File: config.mk
export PLATFORM = sky130hd
export DESIGN_NAME = mem_arbiter_flat
export DESIGN_NICKNAME = d
export VERILOG_FILES = /design/src/rtl/mem_arbiter_if.sv /design/src/rtl/mem_arbiter.sv /design/src/flat_wrapper.sv
export SDC_FILE = /design/constraint.sdc
export NUM_CORES = 1
export LEC_CHECK = 0
export ABC_AREA = 1
export BUFFER_PORTS_ARGS = -buffer_cell sky130_fd_sc_hd__buf_4
export CAP_MARGIN = 15
export CORE_AREA = 8 8 111 113
export CTS_CLUSTER_SIZE = 14
export DETAILED_ROUTE_END_ITERATION = 16
export DIE_AREA = 0 0 119 121
export PLACE_DENSITY = 0.53
export SYNTH_ARGS = -nofsm -noshare
export SYNTH_HDL_FRONTEND = slang
export SYNTH_SLANG_ARGS = --single-unit
File: constraint.sdc
create_clock -name clk -period 3.5 [get_ports clk]
set_input_delay 0.175 -clock clk [delete_from_list [all_inputs] [get_ports clk]]
set_output_delay 0.175 -clock clk [all_outputs]
set_load 0.01 [all_outputs]
File: src/rtl/mem_arbiter_if.sv
// Bus bundle between the two requesters, the arbiter and the single-port memory.
// The arbiter connects through the slave modport; the environment that owns the
// masters and the memory connects through the master modport.
interface mem_arbiter_if #(
    parameter int AW = 32,
    parameter int DW = 32
);
    logic          m0_req;
    logic          m0_we;
    logic [AW-1:0] m0_address;
    logic [DW-1:0] m0_wdata;
    logic [DW-1:0] m0_rdata;
    logic          m0_ack;

    logic          m1_req;
    logic          m1_we;
    logic [AW-1:0] m1_address;
    logic [DW-1:0] m1_wdata;
    logic [DW-1:0] m1_rdata;
    logic          m1_ack;

    logic [AW-1:0] address;
    logic [DW-1:0] data_out;
    logic [DW-1:0] data_in;
    logic          we;
    logic [1:0]    owner;

    modport slave (
        input  m0_req, m0_we, m0_address, m0_wdata,
        input  m1_req, m1_we, m1_address, m1_wdata,
        input  data_in,
        output m0_rdata, m0_ack, m1_rdata, m1_ack,
        output address, data_out, we, owner
    );

    modport master (
        output m0_req, m0_we, m0_address, m0_wdata,
        output m1_req, m1_we, m1_address, m1_wdata,
        output data_in,
        input  m0_rdata, m0_ack, m1_rdata, m1_ack,
        input  address, data_out, we, owner
    );
endinterface

File: src/rtl/mem_arbiter.sv
// Two-master round-robin arbiter for a single-port memory bus.
// The current owner gets one access per cycle; once it has done MAX_BURST
// accesses in a row while the other master waits, ownership passes over.
//
//  state   | meaning
//  --------+-----------------------------------------------------------
//  IDLE    | nobody owns the bus, all bus outputs forced to zero
//  OWN0    | master 0 drives the memory bus, acked whenever it requests
//  OWN1    | master 1 drives the memory bus, acked whenever it requests
module mem_arbiter #(
    parameter int AW        = 32,
    parameter int DW        = 32,
    parameter int MAX_BURST = 4
) (
    input  logic           clk,
    input  logic           resetn,
    mem_arbiter_if.slave   bus
);
    localparam int CW = $clog2(MAX_BURST + 1);
    localparam logic [CW-1:0] MAX_CNT = CW'(MAX_BURST);
    localparam logic [CW-1:0] ONE_CNT = CW'(1);

    typedef enum logic [1:0] {
        ST_IDLE = 2'd0,
        ST_OWN0 = 2'd1,
        ST_OWN1 = 2'd2
    } state_t;

    state_t          r_st;
    logic [CW-1:0]   r_burst_cnt;
    logic            r_last;

    logic            w_own_idx;
    logic            w_own_req;
    logic            w_oth_req;
    state_t          w_oth_st;

    // last == 1 means master 1 was served last, so master 0 wins a tie
    function automatic state_t f_pick(input logic r0, input logic r1, input logic last);
        state_t st;
        if (r0 && r1)
            st = last ? ST_OWN0 : ST_OWN1;
        else if (r0)
            st = ST_OWN0;
        else if (r1)
            st = ST_OWN1;
        else
            st = ST_IDLE;
        return st;
    endfunction

    assign w_own_idx = (r_st == ST_OWN1);
    assign w_own_req = w_own_idx ? bus.m1_req : bus.m0_req;
    assign w_oth_req = w_own_idx ? bus.m0_req : bus.m1_req;
    assign w_oth_st  = w_own_idx ? ST_OWN0 : ST_OWN1;

    // Ownership, burst counting and round-robin history
    always_ff @(posedge clk) begin
        if (!resetn) begin
            r_st        <= ST_IDLE;
            r_burst_cnt <= '0;
            r_last      <= 1'b1;
        end else begin
            case (r_st)
                ST_IDLE: begin
                    r_st        <= f_pick(bus.m0_req, bus.m1_req, r_last);
                    r_burst_cnt <= ONE_CNT;
                end
                ST_OWN0, ST_OWN1: begin
                    if (w_own_req) begin
                        if (w_oth_req && (r_burst_cnt == MAX_CNT)) begin
                            r_st        <= w_oth_st;
                            r_burst_cnt <= ONE_CNT;
                            r_last      <= w_own_idx;
                        end else if (r_burst_cnt != MAX_CNT) begin
                            r_burst_cnt <= r_burst_cnt + ONE_CNT;
                        end
                    end else begin
                        // Owner let go: hand over immediately so a waiting master loses no cycle
                        r_st        <= f_pick(bus.m0_req, bus.m1_req, w_own_idx);
                        r_burst_cnt <= ONE_CNT;
                        r_last      <= w_own_idx;
                    end
                end
                default: begin
                    r_st        <= ST_IDLE;
                    r_burst_cnt <= '0;
                end
            endcase
        end
    end

    // Bus steering from the owner; reset gates we and acks so nothing commits mid-reset
    always_comb begin
        bus.address  = {AW{1'b0}};
        bus.data_out = {DW{1'b0}};
        bus.we       = 1'b0;
        bus.m0_ack   = 1'b0;
        bus.m1_ack   = 1'b0;
        bus.m0_rdata = {DW{1'b0}};
        bus.m1_rdata = {DW{1'b0}};
        bus.owner    = 2'd0;
        case (r_st)
            ST_OWN0: begin
                bus.address  = bus.m0_address;
                bus.data_out = bus.m0_wdata;
                bus.we       = bus.m0_we & bus.m0_req & resetn;
                bus.m0_ack   = bus.m0_req & resetn;
                bus.m0_rdata = bus.data_in;
                bus.owner    = 2'd1;
            end
            ST_OWN1: begin
                bus.address  = bus.m1_address;
                bus.data_out = bus.m1_wdata;
                bus.we       = bus.m1_we & bus.m1_req & resetn;
                bus.m1_ack   = bus.m1_req & resetn;
                bus.m1_rdata = bus.data_in;
                bus.owner    = 2'd2;
            end
            default: ;
        endcase
    end
endmodule

File: src/flat_wrapper.sv
// flat-port wrapper written by rule: the top's interface ports become plain ports
module mem_arbiter_flat 
#(
    parameter int AW        = 32,
    parameter int DW        = 32,
    parameter int MAX_BURST = 4
)
  (clk, resetn, bus_m0_req, bus_m0_we, bus_m0_address, bus_m0_wdata, bus_m1_req, bus_m1_we, bus_m1_address, bus_m1_wdata, bus_data_in, bus_m0_rdata, bus_m0_ack, bus_m1_rdata, bus_m1_ack, bus_address, bus_data_out, bus_we, bus_owner);
  mem_arbiter_if #(.AW(AW), .DW(DW)) bus_i ();
  input  logic clk;
  input  logic resetn;
  input wire logic [$bits(bus_i.m0_req)-1:0] bus_m0_req;
  input wire logic [$bits(bus_i.m0_we)-1:0] bus_m0_we;
  input wire logic [$bits(bus_i.m0_address)-1:0] bus_m0_address;
  input wire logic [$bits(bus_i.m0_wdata)-1:0] bus_m0_wdata;
  input wire logic [$bits(bus_i.m1_req)-1:0] bus_m1_req;
  input wire logic [$bits(bus_i.m1_we)-1:0] bus_m1_we;
  input wire logic [$bits(bus_i.m1_address)-1:0] bus_m1_address;
  input wire logic [$bits(bus_i.m1_wdata)-1:0] bus_m1_wdata;
  input wire logic [$bits(bus_i.data_in)-1:0] bus_data_in;
  output wire logic [$bits(bus_i.m0_rdata)-1:0] bus_m0_rdata;
  output wire logic [$bits(bus_i.m0_ack)-1:0] bus_m0_ack;
  output wire logic [$bits(bus_i.m1_rdata)-1:0] bus_m1_rdata;
  output wire logic [$bits(bus_i.m1_ack)-1:0] bus_m1_ack;
  output wire logic [$bits(bus_i.address)-1:0] bus_address;
  output wire logic [$bits(bus_i.data_out)-1:0] bus_data_out;
  output wire logic [$bits(bus_i.we)-1:0] bus_we;
  output wire logic [$bits(bus_i.owner)-1:0] bus_owner;
  assign bus_i.m0_req = bus_m0_req;
  assign bus_i.m0_we = bus_m0_we;
  assign bus_i.m0_address = bus_m0_address;
  assign bus_i.m0_wdata = bus_m0_wdata;
  assign bus_i.m1_req = bus_m1_req;
  assign bus_i.m1_we = bus_m1_we;
  assign bus_i.m1_address = bus_m1_address;
  assign bus_i.m1_wdata = bus_m1_wdata;
  assign bus_i.data_in = bus_data_in;
  assign bus_m0_rdata = bus_i.m0_rdata;
  assign bus_m0_ack = bus_i.m0_ack;
  assign bus_m1_rdata = bus_i.m1_rdata;
  assign bus_m1_ack = bus_i.m1_ack;
  assign bus_address = bus_i.address;
  assign bus_data_out = bus_i.data_out;
  assign bus_we = bus_i.we;
  assign bus_owner = bus_i.owner;
  mem_arbiter #(.AW(AW), .DW(DW), .MAX_BURST(MAX_BURST)) u_core (.clk(clk), .resetn(resetn), .bus(bus_i));
endmodule
# Yosys cells after proc, flatten, opt, wreduce, memory -nomap -nowiden
# Index checks and enable logic that the tools add are counted.
[word_totals]
regBits = 6
mem_count = 0
rom_bits = 0
ramBits = 0
latch_bits = 0
inputBits = 166
wordCells = 47
[classes]
order_cmp = 0
n_eq_ne = 7
n_reduce_logical = 5
div = 0
bitwise = 6
shift = 0
muxes = 25
add_sub_neg = 1
n_mul = 0
[op_table]
columns = ["op", "n"]
rows = [
  ["$pmux W32 S2", 2],
  ["$mux W32", 2],
  ["$mux W2", 8],
  ["$mux W3", 3],
  ["$pmux W2 S2", 2],
  ["$and A1 B1 Y1", 6],
  ["$mux W1", 6],
  ["$ne A3 B3 Y1 const B", 2],
  ["$pmux W3 S2", 1],
  ["$ne A4 B4 Y1 const B", 1],
  ["$add A3 B1 Y3 const B", 1],
  ["$eq A3 B3 Y1 const B", 1],
  ["$eq A2 B1 Y1 const B", 1],
  ["$eq A2 B2 Y1 const B", 1],
  ["$logic_and A1 B1 Y1", 2],
  ["$logic_not A2 Y1", 1],
  ["$ne A2 B2 Y1 const B", 1],
  ["$pmux W1 S2", 1],
  ["$reduce_and A2 Y1", 1],
  ["$reduce_or A2 Y1", 1],
]

# Depth between registers and ports, before layout
# Gate-level depths: netlist of the first run.
[depth]
ltp_word = 6
depth_mapped = 11
ltp_nobuf = 11

# Worst setup path before layout of the first run
# OpenSTA, ideal clock, no wires.
[synth_path]
kind = "flip-flop to output port"
from = "register u_core.r_st[0]"
to = "output port bus_address[0]"
stages_incl_launch_ff = 7
n_path_buf = 2
required_time_ns = 3.325
arrival_ns = 1.418
setup_slack_ns = 1.907
cell_sequence = "dfxtp_1 > inv_1 > ha_1 > inv_1 > buf_2 > buf_2 > a21oi_1"
[synth_between]
elab_chain_cells = 2
word_cells_on_any_way = 3
[synth_lines]
columns = ["item", "line_no", "rtl"]
rows = [
  ["start: declaration", "mem_arbiter.sv:29", "state_t r_st;"],
  ["start signal: assignment", "mem_arbiter.sv:66", "r_st <= f_pick(bus.m0_req, bus.m1_req, r_last);"],
  ["start signal: assignment", "mem_arbiter.sv:72", "r_st <= w_oth_st;"],
  ["start signal: assignment", "mem_arbiter.sv:80", "r_st <= f_pick(bus.m0_req, bus.m1_req, w_own_idx);"],
  ["$eq A2 B2 Y1 / $eq A2 B1 Y1 (equally long branches)", "mem_arbiter.sv:103", "case (r_st)"],
  ["$pmux W32 S2 (*)", "mem_arbiter.sv:103", ""],
  ["end: declaration", "flat_wrapper.sv:25", "output wire logic [$bits(bus_i.address)-1:0] bus_address;"],
]
# Every way passes the cells marked *; elsewhere a longest branch is shown, timed or not.

# Final worst setup path of the first run
[layout_path]
from = "register u_core.r_st[1]"
to = "output port bus_data_out[25]"
[layout_between]
elab_chain_cells = 2
word_cells_on_any_way = 3
[layout_lines]
columns = ["item", "line_no", "rtl"]
rows = [
  ["$eq A2 B2 Y1 / $eq A2 B1 Y1 (equally long branches)", "mem_arbiter.sv:103", ""],
  ["$pmux W32 S2 (*)", "mem_arbiter.sv:103", ""],
  ["end: declaration", "flat_wrapper.sv:26", "output wire logic [$bits(bus_i.data_out)-1:0] bus_data_out;"],
]
# Marked as above.

==> impl_metrics.csv, run 1 <==
group,metric,value,unit
setup_path,reg2reg_setup_slack,1.30,ns
worst_hold_path,hold_depth,2,
route,wl_per_cell,14.8,um
clocking,cts_num_sinks,6,
grt,grtUsageTotal,0.159,
grt,vias_in_the_first_global_route,3415,
setup_path,setup.worst_path.start_class,"flip-flop",
final_layout,finish.net_count,874,
sta,final.period_utilization,0.726,
synthesis,synthDominantCellAreaShare,0.405,
power,peakVddDrop,0.194,mV
synthesis,yosys-top-cells-area,"nand2_1, a21oi_1, inv_1, dfxtp_1, buf_2",
synthesis,ys.flop_type,"dfxtp_1",
grt,grt_residual_overflow,0,
power,powerDensity,441,mW/mm2
synthesis,portion_of_the_post_synthesis_area_used_by_sequential_elements,0.0623,
setup_path,rr_worst_depth,8,
synthesis,synth_nets,596,
route,totalWireLength,12.4,mm
sta,worst_slew_pin_slew,0.830,ns
setup_path,crit_path_max_fanout,42,
clocking,clockRootBuffer,"clkbuf_8",
setup_path,worstSetupEndpointType,"primary output",
grt,grt_pass1_wl,18.6,mm
setup_path,cp.arrival,2.36,ns
grt,grt_antenna_before_repair,0,
synthesis,synthesis.area,0.00193,mm2
worst_hold_path,holdCritStartpoint,"resetn",
synthesis,synth_commonest_cells,"nand2_1, inv_1, a21oi_1",
clocking,htree_num_levels,1,
route,drt_drc_violations_left,0,
synthesis,postSynth.asyncResetShare,0,
final_layout,antenna_cells,0,
sta,clock.fmax,394,MHz
route,vias_per_cell,4.13,
clocking,post_cts_hold_buffer_count,0,
final_layout,final.fill_count,1168,
synthesis,netlist.top_cell.by_area,"nand2_1",
grt,grt_max_degree,62,
placement,dpl.hpwl,10.5,mm
final_layout,layout-drive-gt1-share,0.456,
clocking,ctsResizeCount,0,
placement,io_buffers,298,
floorplan,die_span_in_x,119,um
floorplan,rows,38,
setup_path,setup_crit_path_kind,"reg -> out",
clocking,tritoncts_buffers,3,
sta,finClkSkew,0.00427,ns
clocking,clock_insertion_delay_worst_skew,0.23,ns
floorplan,core-area,0.0106,mm2
sta,final_hold_violation_count,0,
sta,setup-violations-final,0,
sta,slew_headroom,0.447,
sta,fin_worst_hold_slack,0.199,ns
synthesis,synthMostInstantiatedCell,"nand2_1",
worst_hold_path,min_to,"u_core.r_last$_SDFFE_PN1P_",
synthesis,synthesis.instances,423,
floorplan,initial_standard_cell_utilization_of_the_core,0.182,
setup_path,r2r_end,"u_core.r_burst_cnt[0]$_SDFFE_PN0P_",
synthesis,synth_enable_flop_cells,0,
route,drtAntennaViolNets,0,
route,detail_route.first_pass.iterations,4,
synthesis,ys_types,20,
route,drt_first_iter_violations,172,
power,power.leakage,2.62,nW
synthesis,synth_area_per_cell,4.56,um2
clocking,tritoncts_clock_tree,"done",
synthesis,ys_warn_count,0,
worst_hold_path,holdCritPathClass,"in -> reg",
setup_path,worstReg2RegStart,"u_core.r_st[0]$_SDFFE_PN0P_",
status,run_status,"complete, no violations",
sta,setup_repair_after_global_routing_missed_its_margin,"no",
sta,post-route-min-period,2.54,ns
final_layout,areaGrowthSynthToFinish,122,%
clocking,maximum_clock_path_buffer_count,2,
clocking,path_clk_slew,0.04,ns
floorplan,io-pin-count,299,
floorplan,height_of_the_chip,121,um
route,via_count,3468,
run,max_cap_violations,0,
placement,routabilityCongestion,0.782,
clocking,post-cts-setup-buffers,0,
setup_path,cp.required,3.32,ns
floorplan,die-area,0.0144,mm2
sta,timing.setup.tns,0,ns
synthesis,yosys_register_bits,6,
sta,max_transition_viols_final,0,
==> critical path: stages, from the launching register on <==
cell and delay (ns):
dfxtp_1 0.34, inv_1 0.15, ha_2 0.76, buf_4 0.48, nand2_1 0.09, a21oi_1 0.16, buf_4 0.14
==> through the flow <==
stage	area (um2)	power [W]	instances	util	setup WS [ns]
finish	4290	0.00189	839	0.404	0.960
CTS	4290	0.00193	839	0.404	0.901
detailed placement	4250	0.00182	836	0.400	1.14
global placement	4250	0.00180	836	0.400	1.22
global route	4290	0.00209	839	0.404	0.721
floorplan	1930	0.00104	423	-	1.91
==> cell type report <==
| class | count | area [um2] | share of cell area |
|---|---|---|---|
| clock buffer | 3 | 41.3 | 0.00963 |
| multi-input combinational | 310 | 1390 | 0.323 |
| sequential | 6 | 120 | 0.0280 |
| inverter | 77 | 289 | 0.0674 |
| tap | 140 | 175 | 0.0409 |
| timing repair buffer | 303 | 2270 | 0.531 |
==> per-layer routing <==
layer	global-route usage	vias up	wire length, um
li1	-	1806	-
met2	0.294	182	6330
met4	0.0198	0	55
met5	0	-	0
met1	0.168	1474	4690
met3	0.0651	6	1370
==> state kept, by name, indices dropped and copies added, names as in the netlist <==
signal,flops
u_core.r_st,2
u_core.r_last,1
u_core.r_burst_cnt,3
==> worst max path at each step <==
stage / from / to / slack (ns) / depth (start not counted)
after CTS: u_core.r_st[1]$_SDFFE_PN0P_ / bus_data_out[2] / 0.90 / 6
final: u_core.r_st[1]$_SDFFE_PN0P_ / bus_data_out[25] / 0.96 / 6
after detailed placement: u_core.r_st[1]$_SDFFE_PN0P_ / bus_data_out[2] / 1.14 / 6
after global routing: u_core.r_st[1]$_SDFFE_PN0P_ / bus_data_out[0] / 0.72 / 6
after floorplan: u_core.r_st[0]$_SDFFE_PN0P_ / bus_address[0] / 1.91 / 6
after global placement: u_core.r_st[1]$_SDFFE_PN0P_ / bus_data_out[30] / 1.22 / 6
==> cell usage in the layout (no fill, tap or decap) <==
| cell type | instances |
|---|---|
| o22ai_1 | 1 |
| ha_1 | 5 |
| o21ai_0 | 2 |
| o21ai_2 | 3 |
| nand2_1 | 208 |
| ha_4 | 1 |
| nand3_1 | 4 |
| dfxtp_1 | 6 |
| a21oi_1 | 68 |
| clkbuf_8 | 3 |
| inv_2 | 2 |
| inv_1 | 75 |
| ha_2 | 1 |
| nand2_2 | 3 |
| nor2_4 | 1 |
| nand4_1 | 1 |
| buf_4 | 303 |
| a21oi_2 | 2 |
| o2bb2ai_1 | 1 |
| nor2_1 | 8 |
| o211ai_1 | 1 |
==> report_power, final <==
group / switching [W] / total [W] / internal [W]
registers: 0.0000182 / 0.000109 / 0.0000909
logic: 0.000984 / 0.00167 / 0.000689
clock network: 0.0000330 / 0.000107 / 0.0000742
total: 0.00104 / 0.00189 / 0.000854
==> logic make-up after synthesis <==
family | Yosys count | synth area share
DFF | 6 | 0.0623
AOI/OAI and AO/OA | 78 | 0.216
buffers and inverters | 107 | 0.226
and+or+nand+nor | 225 | 0.450
adders and majority gates | 7 | 0.0455
(Power assumes the default switching activity.)
==> run 2, diff against run 1 <==
--- a/config.mk
+++ b/config.mk
@@ -5,14 +5,14 @@
 export SDC_FILE = /design/constraint.sdc
 export NUM_CORES = 1
 export LEC_CHECK = 0
-export ABC_AREA = 1
+export ABC_AREA = 0
 export BUFFER_PORTS_ARGS = -buffer_cell sky130_fd_sc_hd__buf_4
 export CAP_MARGIN = 15
 export CORE_AREA = 8 8 111 113
 export CTS_CLUSTER_SIZE = 14
 export DETAILED_ROUTE_END_ITERATION = 16
 export DIE_AREA = 0 0 119 121
-export PLACE_DENSITY = 0.53
+export PLACE_DENSITY = 0.54
 export SYNTH_ARGS = -nofsm -noshare
 export SYNTH_HDL_FRONTEND = slang
 export SYNTH_SLANG_ARGS = --single-unit
==> constraint.sdc (replaced) <==
create_clock -name clk -period 2.08 [get_ports clk]
set_input_delay 0.104 -clock clk [delete_from_list [all_inputs] [get_ports clk]]
set_output_delay 0.104 -clock clk [all_outputs]
set_load 0.01 [all_outputs]
==> run 2 against run 1 <==
  * Via count fell by 9.6%
  * Critical path type unchanged
  * Power rose by 65%
  * Worst hold slack got worse by 0.075 ns
  * Non-clock buffer count rose by 3
  * Utilization fell by 0.83 points
  * Clock skew fell by 0.00066 ns
  * Clock-buffer cell count did not move
  * Register-to-register slack got worse by 1.1 ns
==> impl_metrics.csv, run 2 <==
group,metric,value,unit
status,run_status,"complete, no violations",
power,pwr-share-clk,0.058,
sta,final.period_utilization,0.934,
power,power.internal,0.00156,W
setup_path,rr_worst_depth,6,
clocking,ctsResizeCount,0,
setup_path,cp.required,1.98,ns
sta,worst_slew_pin_slew,0.415,ns
synthesis,synthDominantCellAreaShare,0.280,
setup_path,setup_crit_path_kind,"reg -> out",
synthesis,yosys_register_bits,6,
route,via_count,3134,
synthesis,ys_warn_count,0,
floorplan,core-area,0.0106,mm2
setup_path,cp.arrival,1.84,ns
grt,grtUsageTotal,0.149,
clocking,tritoncts_clock_tree,"done",
setup_path,worstSetupEndpointType,"primary output",
grt,grt_pass1_wl,17.7,mm
placement,routabilityCongestion,0.794,
final_layout,number_of_flip_flops_in_the_largest_register,3,
floorplan,height_of_the_chip,121,um
sta,post-route-min-period,1.94,ns
sta,clock.fmax,515,MHz
power,power.share.switching,0.499,
sta,max_transition_viols_final,0,
synthesis,ys_types,29,
placement,io_buffers,298,
setup_path,r2r_end,"u_core.r_burst_cnt[0]$_SDFFE_PN0P_",
synthesis,synthMostInstantiatedCell,"nor2_1",
sta,finClkSkew,0.00361,ns
power,fraction_of_power_consumed_by_combinational_cells,0.885,
floorplan,rows,38,
clocking,cts_num_sinks,6,
final_layout,areaGrowthSynthToFinish,137,%
route,totalWireLength,12.3,mm
final_layout,finish.net_count,735,
floorplan,io-pin-count,299,
clocking,maximum_clock_path_buffer_count,2,
final_layout,antenna_cells,0,
setup_path,worstPathCellList,"inv_1 -> ha_1 -> inv_2 -> buf_12 -> nor2_1 -> buf_4",
sta,slew_headroom,0.723,
synthesis,synth_commonest_cells,"nor2_1, a22oi_1, and2_1",
final_layout,mostFrequentLayoutCell,"buf_4",
power,powerDensity,743,mW/mm2
route,drt_drc_violations_left,0,
synthesis,synth_nets,458,
worst_hold_path,holdCritStartpoint,"resetn",
clocking,post_cts_hold_buffer_count,0,
placement,post_place_cells,696,
floorplan,die-area,0.0144,mm2
route,drt_first_iter_violations,185,
clocking,post-cts-setup-buffers,0,
synthesis,ys.flop_type,"dfxtp_1",
final_layout,regMostFlops,"u_core.r_burst_cnt",
setup_path,reg2reg_setup_slack,0.25,ns
synthesis,netlist.top_cell.by_area,"a22oi_1",
grt,grt_max_degree,65,
final_layout,layout.cells.most_common_list,"buf_4, nor2_1, a22oi_1, and2_1, dfxtp_1",
clocking,tritoncts_buffers,3,
grt,grt_residual_overflow,0,
worst_hold_path,holdCritPathClass,"in -> reg",
final_layout,post_layout_nonfiller_instances,700,
sta,setup_repair_after_global_routing_missed_its_margin,"no",
synthesis,synth_enable_flop_cells,0,
power,total_switching_power,0.00156,W
synthesis,synthesis.instances,285,
setup_path,setup.worst_path.start_class,"flip-flop",
placement,dpl.hpwl,10.2,mm
power,peakVddDrop,0.293,mV
floorplan,die_span_in_x,119,um
synthesis,synthesis.area,0.00177,mm2
power,power_frac_seq,0.057,
run,max_cap_violations,0,
power,power.leakage,2.15,nW
sta,fin_worst_hold_slack,0.124,ns
floorplan,initial_standard_cell_utilization_of_the_core,0.167,
route,drtAntennaViolNets,0,
route,wl_per_cell,17.6,um
route,detail_route.first_pass.iterations,4,
synthesis,yosys-top-cells-area,"a22oi_1, and2_1, nor2_1, dfxtp_1, clkbuf_1",
setup_path,crit_slowest_cell,"ha_1",
clocking,path_clk_slew,0.04,ns
setup_path,critPathMaxStageDelay,0.41,ns
power,finalPower,0.00312,W
synthesis,synth_area_per_cell,6.21,um2
clocking,htree_num_levels,1,
worst_hold_path,min_to,"u_core.r_last$_SDFFE_PN1P_",
setup_path,crit_path_max_fanout,32,
sta,timing.setup.tns,0,ns
clocking,clock_insertion_delay_worst_skew,0.23,ns
final_layout,layout-drive-gt1-share,0.564,
synthesis,postSynth.asyncResetShare,0,
sta,setup-violations-final,0,
clocking,clockRootBuffer,"clkbuf_8",
setup_path,worstReg2RegStart,"u_core.r_st[0]$_SDFFE_PN0P_",
synthesis,portion_of_the_post_synthesis_area_used_by_sequential_elements,0.0678,
grt,grt_antenna_before_repair,0,
grt,vias_in_the_first_global_route,3144,
route,vias_per_cell,4.48,
worst_hold_path,hold_depth,2,
final_layout,layout_top_registers,"u_core.r_burst_cnt (3), u_core.r_st (2), u_core.r_last (1)",
sta,final_hold_violation_count,0,
[run 2: cell count changes after synthesis, moves of 14 or more]
cell      delta
nand2_1    -203
clkbuf_1    +15
inv_1       -71
nor2_1      +59
and2_1      +64
buf_2       -14
a21oi_1     -63
a22oi_1     +66
[run 2: metrics by stage]
stage / area [um2] / util / setup slack (ns)
final: 4200 / 0.396 / 0.136
after global routing: 4200 / 0.396 / 0.0531
after CTS: 4170 / 0.393 / 0.0772
after detailed placement: 4130 / 0.389 / 0.288
after global placement: 4130 / 0.389 / 0.328
after floorplan: 1770 / - / 0.344
[run 2: worst max-delay path by stage]
stage | startpoint | endpoint | slack [ns] | cells past startpoint
floorplan | u_core.r_st[0]$_SDFFE_PN0P_ | u_core.r_burst_cnt[0]$_SDFFE_PN0P_ | 0.34 | 7
global placement | u_core.r_st[0]$_SDFFE_PN0P_ | u_core.r_burst_cnt[0]$_SDFFE_PN0P_ | 0.33 | 6
detailed placement | u_core.r_st[0]$_SDFFE_PN0P_ | u_core.r_burst_cnt[0]$_SDFFE_PN0P_ | 0.29 | 7
CTS | u_core.r_st[0]$_SDFFE_PN0P_ | bus_data_out[0] | 0.08 | 6
global route | u_core.r_st[0]$_SDFFE_PN0P_ | bus_data_out[0] | 0.05 | 6
finish | u_core.r_st[0]$_SDFFE_PN0P_ | bus_data_out[0] | 0.14 | 6
[run 2: per-layer routing]
layer / global-route usage / vias up / wire, um
met5: 0 / - / 0
met1: 0.148 / 1399 / 4420
met3: 0.0633 / 6 / 1360
li1: - / 1540 / -
met2: 0.285 / 189 / 6440
met4: 0.0285 / 0 / 89
[run 2: layout make-up]
type | count | area, um2
Clock buffer | 3 | 41.3
Fill cell | 1072 | 6400
Sequential cell | 6 | 120
Multi-Input combinational cell | 240 | 1500
Tap cell | 140 | 175
Inverter | 5 | 18.8
Timing Repair Buffer | 306 | 2340
[run 2: critical path: cells and delay by family, from the launching register on]
| family | cells | cell delay (ns) |
|---|---|---|
| DFF | 1 | 0.40 |
| and+or+nand+nor | 1 | 0.18 |
| buffers and inverters | 4 | 0.59 |
| adders and majority gates | 1 | 0.41 |
[run 2: kinds of logic after synthesis]
group / Yosys count / synth area share
fa+ha+maj: 7 / 0.0495
simple gates: 150 / 0.428
mux: 3 / 0.0198
buf+inv: 39 / 0.0933
compound gates: 80 / 0.341
flops: 6 / 0.0678
[run 2: power by group through the flow]
stage,Sequential (W),Clock (W),Combinational [W]
floorplan,0.000167,0,0.00146
CTS,0.000178,0.000185,0.00271
global route,0.000181,0.000194,0.00302
detailed placement,0.000181,0,0.00270
global placement,0.000177,0,0.00269
finish,0.000178,0.000180,0.00276
